$ cat config.mk
export PLATFORM = sky130hd
export DESIGN_NAME = xover_i2s_tx
export DESIGN_NICKNAME = d
export VERILOG_FILES = /design/src/rtl/xover_i2s_tx_pkg.sv /design/src/rtl/xover_i2s_lane.sv /design/src/rtl/xover_i2s_tx.sv
export SDC_FILE = /design/constraint.sdc
export NUM_CORES = 1
export LEC_CHECK = 0
export CORE_MARGIN = 5
export CORE_UTILIZATION = 57
export DETAILED_ROUTE_END_ITERATION = 12
export PLACE_DENSITY_LB_ADDON = 0.1
export SLEW_MARGIN = 20
export SYNTH_ARGS = -nofsm -noshare
export SYNTH_HDL_FRONTEND = slang
export SYNTH_SLANG_ARGS = --single-unit
$ cat constraint.sdc
create_clock -name i_mck -period 19.3 [get_ports i_mck]
set_clock_uncertainty 0.15 [all_clocks]
set_input_delay 3.86 -clock i_mck [delete_from_list [all_inputs] [get_ports i_mck]]
set_output_delay 3.86 -clock i_mck [all_outputs]
set_load 0.02 [all_outputs]
$ cat src/rtl/xover_i2s_tx_pkg.sv
// Shared constants for the crossover I2S transmitter: sample width, slot width, clock ratios.
package xover_i2s_tx_pkg;

  localparam int c_DATA_NBITS     = 24;
  localparam int c_I2S_SLOT_NBITS = 32;
  localparam int c_MCK_PER_FS     = 256;
  localparam int c_MCK_PER_BCK    = 4;

  typedef enum logic {
    CH_LEFT  = 1'b0,
    CH_RIGHT = 1'b1
  } chan_e;

  function automatic int frame_cnt_nbits(input int slot_nbits);
    return $clog2(c_MCK_PER_BCK * 2 * slot_nbits);
  endfunction

endpackage

$ cat src/rtl/xover_i2s_lane.sv
// One I2S data lane: left/right frame registers and the registered slot-bit mux.
module xover_i2s_lane
  import xover_i2s_tx_pkg::*;
#(
  parameter int DATA_NBITS = c_DATA_NBITS,
  parameter int SLOT_NBITS = c_I2S_SLOT_NBITS
) (
  input  logic                          clk,
  input  logic                          rst,
  input  logic                          load_l,
  input  logic                          load_r,
  input  logic [DATA_NBITS-1:0]         data_l,
  input  logic [DATA_NBITS-1:0]         data_r,
  input  chan_e                         chan_n,
  input  logic [$clog2(SLOT_NBITS)-1:0] pos_n,
  output logic                          sdata
);

  logic [DATA_NBITS-1:0] frame_l;
  logic [DATA_NBITS-1:0] frame_r;
  logic [0:SLOT_NBITS-1] slot;

  // Slot position 0 is the one-BCK I2S delay; positions past the LSB pad with zeros.
  always_comb begin
    slot = '0;
    slot[1 +: DATA_NBITS] = (chan_n == CH_RIGHT) ? frame_r : frame_l;
  end

  always_ff @(posedge clk or posedge rst) begin
    if (rst) begin
      frame_l <= '0;
      frame_r <= '0;
      sdata   <= 1'b0;
    end else begin
      if (load_l) frame_l <= data_l;
      if (load_r) frame_r <= data_r;
      sdata <= slot[pos_n];
    end
  end

endmodule

$ cat src/rtl/xover_i2s_tx.sv
// Crossover sink: double-buffers LPF/HPF L/R samples and serialises them on two I2S lanes.
// Build option XOVER_TX_UNDERRUN_MUTE_EN: a stale channel is muted instead of repeated.
module xover_i2s_tx
  import xover_i2s_tx_pkg::*;
#(
  parameter int DATA_NBITS = c_DATA_NBITS,
  parameter int SLOT_NBITS = c_I2S_SLOT_NBITS
) (
  input  logic                  i_mck,
  input  logic                  i_rst,
  input  logic [DATA_NBITS-1:0] i_lpf_l,
  input  logic [DATA_NBITS-1:0] i_hpf_l,
  input  logic                  i_valid_l,
  input  logic [DATA_NBITS-1:0] i_lpf_r,
  input  logic [DATA_NBITS-1:0] i_hpf_r,
  input  logic                  i_valid_r,
  output logic                  o_bck,
  output logic                  o_lrck,
  output logic                  o_sdata_lo,
  output logic                  o_sdata_hi,
  output logic                  o_underrun,
  output logic                  o_overrun
);

  localparam int CNT_NBITS = frame_cnt_nbits(SLOT_NBITS);

  logic [CNT_NBITS-1:0]  cnt;
  logic [CNT_NBITS-1:0]  cnt_next;
  logic                  load;
  logic [DATA_NBITS-1:0] pend_lpf_l, pend_hpf_l, pend_lpf_r, pend_hpf_r;
  logic                  fresh_l, fresh_r;
  logic                  load_l, load_r;
  logic [DATA_NBITS-1:0] ld_lpf_l, ld_hpf_l, ld_lpf_r, ld_hpf_r;
  chan_e                 chan_n;

  assign cnt_next = cnt + 1'b1;
  assign load     = (cnt == '1);
  assign chan_n   = chan_e'(cnt_next[CNT_NBITS-1]);

  always_ff @(posedge i_mck or posedge i_rst) begin
    if (i_rst) begin
      cnt        <= '0;
      o_bck      <= 1'b0;
      o_lrck     <= 1'b0;
      o_underrun <= 1'b0;
      o_overrun  <= 1'b0;
      pend_lpf_l <= '0;
      pend_hpf_l <= '0;
      pend_lpf_r <= '0;
      pend_hpf_r <= '0;
      fresh_l    <= 1'b0;
      fresh_r    <= 1'b0;
    end else begin
      cnt        <= cnt_next;
      o_bck      <= cnt_next[1];
      o_lrck     <= cnt_next[CNT_NBITS-1];
      o_underrun <= load & ~(fresh_l & fresh_r);
      o_overrun  <= ~load & ((i_valid_l & fresh_l) | (i_valid_r & fresh_r));
      if (i_valid_l) begin
        pend_lpf_l <= i_lpf_l;
        pend_hpf_l <= i_hpf_l;
      end
      if (i_valid_r) begin
        pend_lpf_r <= i_lpf_r;
        pend_hpf_r <= i_hpf_r;
      end
      // A valid in the load cycle keeps fresh set so it counts toward the next frame.
      if (i_valid_l)  fresh_l <= 1'b1;
      else if (load)  fresh_l <= 1'b0;
      if (i_valid_r)  fresh_r <= 1'b1;
      else if (load)  fresh_r <= 1'b0;
    end
  end

`ifdef XOVER_TX_UNDERRUN_MUTE_EN
  assign load_l   = load;
  assign load_r   = load;
  assign ld_lpf_l = fresh_l ? pend_lpf_l : '0;
  assign ld_hpf_l = fresh_l ? pend_hpf_l : '0;
  assign ld_lpf_r = fresh_r ? pend_lpf_r : '0;
  assign ld_hpf_r = fresh_r ? pend_hpf_r : '0;
`else
  assign load_l   = load & fresh_l;
  assign load_r   = load & fresh_r;
  assign ld_lpf_l = pend_lpf_l;
  assign ld_hpf_l = pend_hpf_l;
  assign ld_lpf_r = pend_lpf_r;
  assign ld_hpf_r = pend_hpf_r;
`endif

  xover_i2s_lane #(.DATA_NBITS(DATA_NBITS), .SLOT_NBITS(SLOT_NBITS)) u_lane_lo (
    .clk    (i_mck),
    .rst    (i_rst),
    .load_l (load_l),
    .load_r (load_r),
    .data_l (ld_lpf_l),
    .data_r (ld_lpf_r),
    .chan_n (chan_n),
    .pos_n  (cnt_next[CNT_NBITS-2:2]),
    .sdata  (o_sdata_lo)
  );

  xover_i2s_lane #(.DATA_NBITS(DATA_NBITS), .SLOT_NBITS(SLOT_NBITS)) u_lane_hi (
    .clk    (i_mck),
    .rst    (i_rst),
    .load_l (load_l),
    .load_r (load_r),
    .data_l (ld_hpf_l),
    .data_r (ld_hpf_r),
    .chan_n (chan_n),
    .pos_n  (cnt_next[CNT_NBITS-2:2]),
    .sdata  (o_sdata_hi)
  );

endmodule

==> qor.txt <==
Starting Density: 0.573
Fin. Hold Viols: 0
Hold/Removal Path Class: flip-flop to flip-flop
Buf/Inv on CP: 1
Distinct cells, synth: 48
Fmax: 178 MHz
Crit Path Category: flip-flop to primary output
CP cell instances: clkdlybuf4s50_1
RePlAce Congestion: 0.862
most common cell after layout, fill and taps aside: dfrtp_1
P_int: 742 uW
detailed-route via count: 4855
top fanout value on the critical path: 6
Worst Path Required: 15290 ps
ranking of synthesized cells by area: dfrtp_1 (60%), mux2_2 (26%), mux4_2 (5.0%)
drt first pass iters: 4
YS warnings: 0
kind of cell adding the most delay to the critical path: buffers and inverters
Max Cap Viol: 0
Gate power share: 0.060
sequential fraction of design power: 0.496
drt wl/cell: 19.5 um
Antenna Nets Post-Route: 0
first-pass GRT wire length: 28300 um
Via density: 5.66
setup tns final: 0 ps
number of CTS-inserted buffers: 22
cts hold-fix bufs: 0
largest net degree at the start of global routing: 116
Rows: 45
DRT Wirelength: 16700 um
layout cells sized above 1: 0.401
Slowest Stage Delay on Critical Path: 660 ps
worst slew pin tran: 953 ps
Power Density: 88.7 nW/um2
cell leakage power: 0.00473 uW
fin. max-slew vios: 0
Ant. Diodes: 0
initial drt markers: 236
RSZ-0062 raised after global routing: false
Max Root-Sink Buffers: 3
CP endpoint kind: primary output
Setup Viol. Count Final: 0
Clock Pin Slew Worst Setup and Hold Paths: 60 ps
Max VDD drop: 0.0699 mV
clock insertion delay at the later pin of the skew report: 500 ps
initial antenna violation count: 0
Worst Path Arrival: 1610 ps
syn nets: 654
number of buffers added for setup after CTS: 0
fin crit period: 5620 ps
Psw: 193 uW
Mapped Avg Cell Area: 15.6 um2
Min Hold Slack: 348 ps
I/O pin count: 106
clk sinks: 206
Final #Nets: 756
all-layer global routing usage: 0.197
FF+latch count, synth: 206
global route total overflow: 0
# DRC: 0
vias in the first global route: 5350
register area share after synthesis: 0.598
PortBufs: 105
Design Power: 935 uW
Root Buffer: clkbuf_16
# resized after CTS: 0
P&R area growth vs syn: 22.4%
final core utilization: 0.701
Sw Share: 0.206
Max transition margin: 0.364
outcome: completed
H-Tree Level Count: 1
cell taking the most area after synthesis: dfrtp_1
Worst Setup Start Kind: flip-flop
CTS tree: built
CP max-delay cell: clkdlybuf4s50_1
Tcrit/Tclk final: 0.291
hold path start: ld_hpf_r[9]
Synth top area share: 0.598
CP startpoint: cnt[7]
Core Box Area: 15000 um2
Die Width: 133 um
Die Ht: 133 um
most frequent cells in the layout: dfrtp_1 (206), mux2_2 (197), clkdlybuf4s50_1 (103)
Post-DP HPWL: 10800 um
full die area: 17700 um2
R2R Path Start: cnt[2]
Clock power frac: 0.444
Gate Count Post-Synth: 553
Post-Syn Area: 8620 um2
[cell type report]
| cell class | instances | area, um2 |
|---|---|---|
| inverter | 9 | 41.3 |
| clock buffer | 35 | 681 |
| clock inverter | 4 | 45.0 |
| tap | 188 | 235 |
| fill | 1029 | 4490 |
| multi-input combinational | 306 | 3300 |
| sequential | 206 | 5150 |
| timing repair buffer | 110 | 1080 |
[path summary, 6_finish.rpt]
check | to | slack (ps) | cells after the start
setup / recovery | o_lrck | 13680 | 1
hold / removal | u_lane_hi.frame_r[9] | 350 | 1
setup reg to reg | u_lane_lo.sdata | 15580 | 8
hold reg to reg | u_lane_hi.frame_r[9] | 350 | 1
max in group asynchronous | u_lane_hi.sdata | 13950 | 3
min in group asynchronous | ld_hpf_r[19] | 3750 | 2
[synth_stat cells, drive strengths merged]
| cell | count |
|---|---|
| o31ai | 1 |
| clkbuf | 22 |
| nand2 | 8 |
| ha | 1 |
| o21a | 2 |
| mux2 | 197 |
| and3 | 1 |
| nand4 | 3 |
| and3b | 1 |
| or3 | 1 |
| dfrtp | 206 |
| inv | 9 |
| o21ai | 7 |
| xnor2 | 3 |
| nor4 | 1 |
| nor3 | 2 |
| nand3b | 2 |
| a2bb2o | 1 |
| nor3b | 1 |
| xor2 | 4 |
| o221a | 1 |
| o221ai | 1 |
| or2 | 1 |
| a31o | 1 |
| nand3 | 7 |
| a2111oi | 2 |
| a22oi | 3 |
| and4 | 1 |
| a222oi | 1 |
| mux4 | 19 |
| nor2b | 1 |
| a31oi | 2 |
| o2bb2ai | 1 |
| buf | 10 |
| a21oi | 4 |
| a21o | 4 |
| nand2b | 3 |
| a2bb2oi | 1 |
| mux2i | 9 |
| nor2 | 7 |
| o22ai | 1 |
[metrics by stage]
stage | std cells | instance area, um2 | setup slack (ps)
after global placement | 819 | 9810 | 13040
after global routing | 858 | 10500 | 13620
after floorplan | 553 | 8620 | 9670
after detailed placement | 819 | 9810 | 12990
final | 858 | 10500 | 13680
after CTS | 858 | 10500 | 13500
[power groups by stage]
stage	Clock, uW	Sequential, uW	Combinational (uW)
finish	415	464	56.1
floorplan	0	467	30.9
CTS	425	464	57.5
detailed placement	0	472	57.0
global route	444	466	61.9
global placement	0	471	55.1
[routing by layer]
layer | part of all wire | global-route usage | wire length (um)
met1 | 0.44 | 0.272 | 7310
met3 | 0.041 | 0.0388 | 692
met2 | 0.50 | 0.326 | 8370
met5 | 0 | 0 | 0
met4 | 0.022 | 0.0473 | 371
[sequential cells by signal, summed over array words and instances (netlist names)]
name               flops
u_lane_lo.sdata        1
o_underrun             1
fresh_l                1
u_lane_hi.frame_r     24
o_overrun              1
ld_hpf_r              24
ld_lpf_r              24
fresh_r                1
u_lane_hi.sdata        1
u_lane_hi.frame_l     24
u_lane_lo.frame_r     24
ld_hpf_l              24
cnt                    8
ld_lpf_l              24
u_lane_lo.frame_l     24
[cells by family (layout without fill, tap and decap cells)]
group | Yosys count | count (layout) | synth area share
AND/OR/NAND/NOR | 40 | 40 | 0.0273
AO/OA/AOI/OAI | 33 | 33 | 0.0272
buffers and inverters | 41 | 158 | 0.0211
adder cells (fa/ha/maj) | 1 | 1 | 0.00145
multiplexers | 225 | 225 | 0.318
flip-flops | 206 | 206 | 0.598
XOR/XNOR | 7 | 7 | 0.00712
(Power assumes the default switching activity.)
